<file path="src/rtl/wb_lsu_master_v2.sv">
// Single-beat Wishbone classic master for the LSU. Requests and responses are registered.
// It detects misaligned accesses, handles ERR termination and a watchdog, and extends load data.
module wb_lsu_master_v2 #(
    parameter int DATA_WIDTH     = 32,
    parameter int ADDR_WIDTH     = 32,
    parameter int TIMEOUT_CYCLES = 255
) (
    input  logic                    i_CLK,
    input  logic                    i_RSTN,
    output logic [ADDR_WIDTH-1:0]   o_ADDR,
    output logic [DATA_WIDTH-1:0]   o_DATA,
    input  logic [DATA_WIDTH-1:0]   i_DATA,
    output logic                    o_WE,
    output logic [DATA_WIDTH/8-1:0] o_SEL,
    output logic                    o_STB,
    output logic                    o_CYC,
    input  logic                    i_ACK,
    input  logic                    i_ERR,
    input  logic                    i_LSU_REQ,
    input  logic [ADDR_WIDTH-1:0]   i_LSU_ADDR,
    input  logic [DATA_WIDTH-1:0]   i_LSU_DATA,
    input  logic                    i_LSU_WE,
    input  logic [1:0]              i_LSU_SIZE,
    input  logic                    i_LSU_UNS,
    output logic [DATA_WIDTH-1:0]   o_LSU_DATA,
    output logic                    o_LSU_GNT,
    output logic                    o_LSU_ERR,
    output logic                    o_BUSY
);

    localparam int NB  = DATA_WIDTH / 8;
    localparam int LW  = $clog2(NB);
    localparam int WDW = (TIMEOUT_CYCLES > 1) ? $clog2(TIMEOUT_CYCLES) : 1;

    typedef enum logic [1:0] {IDLE, BUS, RESP} state_t;

    state_t          state, state_n;
    logic [LW-1:0]   lane_q;
    logic [1:0]      size_q;
    logic            uns_q, we_q;
    logic [WDW-1:0]  wdt;

    logic            legal, timeout, start, reject, done, done_err;
    logic [LW-1:0]   lane_in;
    logic [NB-1:0]   sel_n;
    logic [DATA_WIDTH-1:0] wdata_n, shifted, ext;
    logic            sign;

    assign lane_in = i_LSU_ADDR[LW-1:0];
    assign o_BUSY  = (state != IDLE);
    assign timeout = (TIMEOUT_CYCLES != 0) && (wdt == WDW'(TIMEOUT_CYCLES - 1));

    always_comb begin
        case (i_LSU_SIZE)
            2'b00:   legal = 1'b1;
            2'b01:   legal = ~i_LSU_ADDR[0];
            2'b10:   legal = (i_LSU_ADDR[1:0] == 2'b00);
            default: legal = (DATA_WIDTH == 64) && (i_LSU_ADDR[2:0] == 3'b000);
        endcase
    end

    always_ff @(posedge i_CLK or negedge i_RSTN) begin
        if (!i_RSTN) state <= IDLE;
        else         state <= state_n;
    end

    always_comb begin
        state_n  = state;
        start    = 1'b0;
        reject   = 1'b0;
        done     = 1'b0;
        done_err = 1'b0;
        case (state)
            IDLE: if (i_LSU_REQ) begin
                if (legal) begin
                    start   = 1'b1;
                    state_n = BUS;
                end else begin
                    reject  = 1'b1;
                    state_n = RESP;
                end
            end
            BUS: if (i_ERR || i_ACK || timeout) begin
                // ERR beats ACK; watchdog only matters when neither arrived
                done     = 1'b1;
                done_err = i_ERR || !i_ACK;
                state_n  = RESP;
            end
            RESP:    state_n = IDLE;
            default: state_n = IDLE;
        endcase
    end

    // Store data replicated per access size; lane mask shifted to the byte offset
    always_comb begin
        wdata_n = '0;
        sel_n   = '0;
        for (int b = 0; b < NB; b++) begin
            wdata_n[b*8 +: 8] = i_LSU_DATA[(b & ((1 << i_LSU_SIZE) - 1))*8 +: 8];
            sel_n[b] = (b >= int'(lane_in)) && (b < int'(lane_in) + (1 << i_LSU_SIZE));
        end
    end

    always_comb begin
        shifted = i_DATA >> {lane_q, 3'b000};
        case (size_q)
            2'b00:   sign = shifted[7];
            2'b01:   sign = shifted[15];
            2'b10:   sign = shifted[31];
            default: sign = shifted[DATA_WIDTH-1];
        endcase
        ext = '0;
        for (int i = 0; i < DATA_WIDTH; i++)
            ext[i] = (i < (8 << size_q)) ? shifted[i] : (sign & ~uns_q);
    end

    always_ff @(posedge i_CLK or negedge i_RSTN) begin
        if (!i_RSTN) begin
            o_ADDR     <= '0;
            o_DATA     <= '0;
            o_SEL      <= '0;
            o_WE       <= 1'b0;
            o_STB      <= 1'b0;
            o_CYC      <= 1'b0;
            o_LSU_DATA <= '0;
            o_LSU_GNT  <= 1'b0;
            o_LSU_ERR  <= 1'b0;
            lane_q     <= '0;
            size_q     <= '0;
            uns_q      <= 1'b0;
            we_q       <= 1'b0;
            wdt        <= '0;
        end else begin
            if (state == IDLE && i_LSU_REQ) begin
                lane_q <= lane_in;
                size_q <= i_LSU_SIZE;
                uns_q  <= i_LSU_UNS;
                we_q   <= i_LSU_WE;
            end
            if (start) begin
                o_CYC  <= 1'b1;
                o_STB  <= 1'b1;
                o_WE   <= i_LSU_WE;
                o_ADDR <= i_LSU_ADDR;
                o_SEL  <= sel_n;
                o_DATA <= wdata_n;
                wdt    <= '0;
            end else if (state == BUS) begin
                wdt <= wdt + 1'b1;
            end
            if (done) begin
                o_CYC      <= 1'b0;
                o_STB      <= 1'b0;
                o_WE       <= 1'b0;
                o_ADDR     <= '0;
                o_SEL      <= '0;
                o_DATA     <= '0;
                o_LSU_GNT  <= 1'b1;
                o_LSU_ERR  <= done_err;
                o_LSU_DATA <= (done_err || we_q) ? '0 : ext;
            end else if (reject) begin
                o_LSU_GNT  <= 1'b1;
                o_LSU_ERR  <= 1'b1;
                o_LSU_DATA <= '0;
            end else begin
                o_LSU_GNT  <= 1'b0;
            end
        end
    end

endmodule
</file>
<file path="config.mk">
export PLATFORM = sky130hd
export DESIGN_NAME = wb_lsu_master_v2
export DESIGN_NICKNAME = d
export VERILOG_FILES = /design/src/rtl/wb_lsu_master_v2.sv
export SDC_FILE = /design/constraint.sdc
export NUM_CORES = 1
export LEC_CHECK = 0
export ABC_CLOCK_PERIOD_IN_PS = 1720
export CAP_MARGIN = 30
export CORE_UTILIZATION = 40
export DETAILED_ROUTE_END_ITERATION = 7
export GPL_TIMING_DRIVEN = 0
export PLACE_DENSITY = 0.76
export SYNTH_ARGS = -nofsm -noshare
export SYNTH_HDL_FRONTEND = slang
export SYNTH_SLANG_ARGS = --single-unit
</file>
<file path="constraint.sdc">
create_clock -name i_CLK -period 1.72 [get_ports i_CLK]
set_clock_uncertainty 0.15 [all_clocks]
set_input_delay 0.344 -clock i_CLK [delete_from_list [all_inputs] [get_ports i_CLK]]
set_output_delay 0.344 -clock i_CLK [all_outputs]
set_load 0.05 [all_outputs]
</file>
Yosys cells after proc, flatten, opt, wreduce, memory -nomap -nowiden
Index checks and enable logic that the tools add are counted.

$add $sub $neg: 3. Order comparisons: 39. Equality and inequality tests: 7. Shift-type cells: 6. Mux-type cells: 67. Bitwise gates (word level): 3. Reduce and logical (&&, ||, !) cells: 18.

Operator list (count): less-than comparator 6 x 32 -> 1 bit, first input constant (16); less-than comparator 5 x 32 -> 1 bit, first input constant (8); two-way mux 32 bit (7); less-than comparator 3 x 32 -> 1 bit, first input constant (4); less-than comparator 4 x 32 -> 1 bit, first input constant (4); less-than comparator 1 x 32 -> 1 bit, first input constant (2); less-than comparator 2 x 32 -> 1 bit, first input constant (2); variable part select 32 x 6 -> 8 bit (2); two-way mux 1 bit (50); adder 3 x 32 -> 32 bit (1); variable part select 32 x 5 -> 8 bit (1); left shift 1 x 2 -> 32 bit, first input constant (1); left shift 4 x 2 -> 32 bit, first input constant (1); >> shifter 32 x 5 -> 32 bit (1); two-way mux 8 bit (2); adder 8 x 1 -> 8 bit, second input constant (1); == test 8 bit, second input constant (1); logical NOT 2 bit (4); two-way mux 4 bit (2); nonzero test 2 bit (4); == test 2 x 1 -> 1 bit, second input constant (3); two-way mux 2 bit (3); greater-or-equal comparator 1 x 2 -> 1 bit, first input constant (2); logical AND 1 bit (4); 12 further kinds (17).

Register bits: 120. Input port bits: 105. Output and inout port bits: 106.

Depth between registers and ports, before layout
Depth in word-level cells: 7. Mapped depth: 10. Gate-level depth less buffers: 8.

Worst setup path after synthesis
OpenSTA, ideal clock, no wires.

Kind: input port to flip-flop. Start: input i_LSU_SIZE[1]. End: register o_SEL[2]. Setup time: 0.065 ns. Data arrival time: 1.932 ns. Data required time: 1.505 ns. Path slack: -0.427 ns. Cell stages on the path: 9. Path buffers: 1. Cell sequence: clkbuf_1 > nor2_2 > ha_1 > ha_1 > nor2_1 > a21oi_1 > o32ai_1 > a221oi_1 > a21o_1.

Longest elaborated chain between the ends: 6.

Ends and longest elaborated chain: start, declared (RTL line 23) `input logic [1:0] i_LSU_SIZE,`; left shift 1 x 2 -> 32 bit, or another cell as far along (RTL line 100) `sel_n[b] = (b >= int'(lane_in)) && (b < int'(lane_in) + (1 << i_LSU_SIZE));`; adder 3 x 32 -> 32 bit / case mux 1 bit (3 select lines) (equally long branches) (RTL line 100, 54); less-than comparator 3 x 32 -> 1 bit / two-way mux 1 bit (equally long branches) (RTL line 100, 75); logical AND 1 bit / two-way mux 1 bit (equally long branches) (RTL line 100, 74); two-way mux 4 bit / two-way mux 1 bit (equally long branches) (RTL line 140, 73); two-way mux 4 bit / nonzero test 2 bit (equally long branches); end signal, assigned (RTL line 145) `o_SEL <= sel_n;`; end, declared (RTL line 14) `output logic [DATA_WIDTH/8-1:0] o_SEL,`.

Several ways; a longest one is shown, not always the timed one. The select of a mux whose other input is x is not followed. A chain may end at the register's enable or synchronous reset.

Worst setup path in the final report
Start: register lane_q[0]. End: register o_LSU_DATA[26].

Longest elaborated chain between the ends: 6.

Ends and longest elaborated chain: start, declared (RTL line 38) `logic [LW-1:0] lane_q;`; start signal, assigned (RTL line 135) `lane_q <= lane_in;`; >> shifter 32 x 5 -> 32 bit * (RTL line 105) `shifted = i_DATA >> {lane_q, 3'b000};`; case mux 1 bit (2 select lines) (RTL line 106) `case (size_q)`; AND 1 bit (RTL line 114) `ext[i] = (i < (8 << size_q)) ? shifted[i] : (sign & ~uns_q);`; two-way mux 1 bit * (RTL line 114); two-way mux 32 bit * (RTL line 160) `o_LSU_DATA <= (done_err || we_q) ? '0 : ext;`; two-way mux 32 bit * (RTL line 151) `if (done) begin`; end signal, assigned (RTL line 160); end, declared (RTL line 25) `output logic [DATA_WIDTH-1:0] o_LSU_DATA,`.

Mark *: on every way between the ends. The rest lies on a longest branch, timed or not.

==> impl_metrics.tcl <==
set metrics [dict create \
    grt_pass1_wl_mm 29.9 \
    total_length_of_routed_wires_mm 19.6 \
    startpoint_of_the_worst_hold_path "i_LSU_ADDR[1]" \
    syn2layout_area_growth_pct 70.5 \
    yosys-top-cells-count "sky130_fd_sc_hd__dfrtp_1, sky130_fd_sc_hd__a22o_1, sky130_fd_sc_hd__mux2i_1" \
    post-synth-top-area-fraction_pct 53.4 \
    overflow 0 \
    violated_checks "setup timing" \
    worst-setup-path-type "flip-flop to flip-flop" \
    drt-vias-per-instance 5.63 \
    max-vdd-ir-drop_v 0.00106 \
    total_number_of_vias 5132 \
    min_period_ns 1.96 \
    design_power_total_w 0.0137 \
    synth_edf_count 0 \
    yosys.cell_count.top_type "sky130_fd_sc_hd__dfrtp_1" \
    num_antenna_cells 0 \
    pre_cts_ws_ns -1.23 \
    postSynth.topFlopCell "sky130_fd_sc_hd__dfrtp_1" \
    share_of_post_route_cells_with_drive_strength_above_1_pct 38.1 \
    synth.net_count 561 \
    leak_nw 4.34 \
    detail_route.first_pass.iterations 5 \
    post_synth_instance_area_um2 5620 \
    clock_insertion_delay_at_the_later_pin_of_the_skew_report_ns 0.42 \
    worst_slew_margin_pct 67.5 \
    status "finished with violations" \
    timing.final.ws_setup_ns -0.245 \
    timing_worst_slew_pin_value_ns 0.488 \
    cts-root-to-sink-buffers 2 \
    wire_per_inst_um 21.6 \
    post_synth_inst_count 452 \
    setup_violations 111 \
    max_clock_freq_mhz 509 \
    design.final.nets 831 \
    die_h_um 121 \
    cellPowerDensity_nw_per_um2 1430 \
    drt_first_iter_violations 424 \
    tritoncts "done" \
    grt_max_degree 72 \
    drcViolationCount 0 \
    place.gp.congestion 0.958 \
    synth_warnings 0 \
    io_buffers 208 \
    post_synth_main_area_contributors "sky130_fd_sc_hd__dfrtp_1, sky130_fd_sc_hd__a22o_1, sky130_fd_sc_hd__mux2i_1" \
    htreeDepth 4 \
    grt_setup_unrepaired "true" \
    dpl.hpwl_mm 13.2 \
    whs_ns 0.170 \
    worstPathRequired_ns 1.87 \
    final_hold_viol_count 0 \
    synth-async-reset-ratio_pct 100 \
    max_cap_viol_count 0 \
    core_um2 13500 \
    number_of_global_route_vias_before_repair 5494 \
    post-place-cells 837 \
    fp.dieW_um 121 \
    class_of_the_worst_hold_path "input pin to flip-flop" \
    critical_path.startpoint "lane_q[0]$_DFFE_PN0P_" \
    die_outline_area_um2 14500 \
    synth-seq-area-share_pct 53.4 \
    rows 42 \
    top_level_ports 211 \
    worstPathArrival_ns 2.11 \
    yosysUniqueCellTypes 60 \
    antenna_found_initial 1 \
    remaining_antenna_violation_count 0 \
    critical_path.startpoint_type "flip-flop" \
    grt_util_overall_pct 27.6 \
    final_max_slew_viol_count 0 \
    syn_avg_cell_area_um2 12.4 \
    crit_path_max_fanout 6 \
    synth_top_cell_by_area "sky130_fd_sc_hd__dfrtp_1" \
    cp-end-kind "flip-flop" \
    period_share_pct 114 \
    clock_pin_transition_on_the_worst_setup_and_hold_timing_paths_ns 0.06 \
    post_layout_nonfiller_instances 911 \
    floorplan.initialDensity_pct 41.8 \
    clock-sinks 120 \
    root_buffer "sky130_fd_sc_hd__clkbuf_16" \
    ys_seq_elements 120 \
    reg2reg_from "lane_q[0]$_DFFE_PN0P_" \
    numCtsBuffers 17 \
]
-- cells in the final DEF, fill, tap and decap left out, types with 15 or more instances in the layout --
| master | n |
|---|---|
| sky130_fd_sc_hd__o2bb2ai_2 | 15 |
| sky130_fd_sc_hd__nor2_1 | 16 |
| sky130_fd_sc_hd__clkbuf_16 | 20 |
| sky130_fd_sc_hd__buf_6 | 25 |
| sky130_fd_sc_hd__o21ai_0 | 16 |
| sky130_fd_sc_hd__dfrtp_1 | 120 |
| sky130_fd_sc_hd__mux2i_1 | 37 |
| sky130_fd_sc_hd__clkdlybuf4s50_1 | 99 |
| sky130_fd_sc_hd__clkdlybuf4s15_2 | 100 |
| sky130_fd_sc_hd__a22o_1 | 50 |
| sky130_fd_sc_hd__nand2_1 | 22 |
| sky130_fd_sc_hd__buf_4 | 27 |
-- logic make-up (layout without fill, tap and decap cells) --
logic type,Yosys count,after routing,synth area share [%]
muxes,48,48,8.85
DFF,120,120,53.4
xor gates and xnor gates,6,6,0.935
and+or+nand+nor,78,78,8.16
AOI/OAI and AO/OA,153,153,23.0
buffers and inverters,43,326,4.76
adders and majority gates,4,4,0.890
-- path summary, 6_finish.rpt --
path | end | slack [ns] | cells past startpoint
min reg2reg | o_LSU_DATA[16]$_DFFE_PN0P_ | 0.34 | 1
max | o_LSU_DATA[26]$_DFFE_PN0P_ | -0.24 | 7
min | o_ADDR[1]$_DFFE_PN0P_ | 0.17 | 2
max reg2reg | o_LSU_DATA[26]$_DFFE_PN0P_ | -0.24 | 7
max in group asynchronous | o_ADDR[10]$_DFFE_PN0P_ | 0.41 | 3
min in group asynchronous | o_SEL[0]$_DFFE_PN0P_ | 0.30 | 2
-- cell type report --
| type | instances | area [um^2] |
|---|---|---|
| tap | 176 | 220 |
| multi-input combinational | 289 | 2640 |
| timing repair buffer | 253 | 2730 |
| sequential | 120 | 3000 |
| inverter | 6 | 22.5 |
| buffer | 35 | 375 |
| fill | 945 | 3860 |
| clock inverter | 8 | 119 |
| clock buffer | 24 | 482 |
-- critical path, cell delays in order, from the launching register on --
cell                        delay, ns
sky130_fd_sc_hd__dfrtp_1         0.37
sky130_fd_sc_hd__buf_6           0.14
sky130_fd_sc_hd__mux2_4          0.31
sky130_fd_sc_hd__o31ai_4         0.21
sky130_fd_sc_hd__a2111oi_4       0.09
sky130_fd_sc_hd__buf_6           0.17
sky130_fd_sc_hd__buf_4           0.14
sky130_fd_sc_hd__a221o_1         0.26
-- metal layers --
layer	GRT usage (%)	wire (um)
met4	11.9	490
met5	0	0
met2	46.7	9720
met3	9.43	1810
met1	31.8	7620
-- stage by stage --
| stage | util, % | TNS [ns] | area [um^2] |
|---|---|---|---|
| after floorplan | - | -5.62 | 5750 |
| after global placement | 59.9 | -590.20 | 8060 |
| after detailed placement | 60.1 | -70.49 | 8080 |
| after CTS | 70.2 | -18.81 | 9440 |
| after global routing | 71.3 | -28.12 | 9590 |
| final | 71.3 | -17.25 | 9590 |
-- sequential cells by signal, indices dropped and copies added, names as in the netlist --
name / cells
lane_q: 2
o_LSU_GNT: 1
o_DATA: 32
o_LSU_ERR: 1
wdt: 8
o_WE: 1
o_ADDR: 32
o_CYC: 1
o_SEL: 4
size_q: 2
uns_q: 1
o_LSU_DATA: 32
state: 2
we_q: 1
-- power by group --
part           internal (W)  switching (W)
clock network       0.00238        0.00126
logic               0.00236        0.00371
registers           0.00347       0.000510
total               0.00821        0.00548
-- what timing repair did --
action | in CTS | in global routing
gates cloned | 7 | 2
hold endpoints to repair | 49 | 0
hold buffers | 1 | 0
setup buffers | 26 | 8
gates resized for setup | 400 | 25
setup endpoints to repair | 218 | 122
pin swaps | 37 | 8
Power figures use the tool's default switching activity.
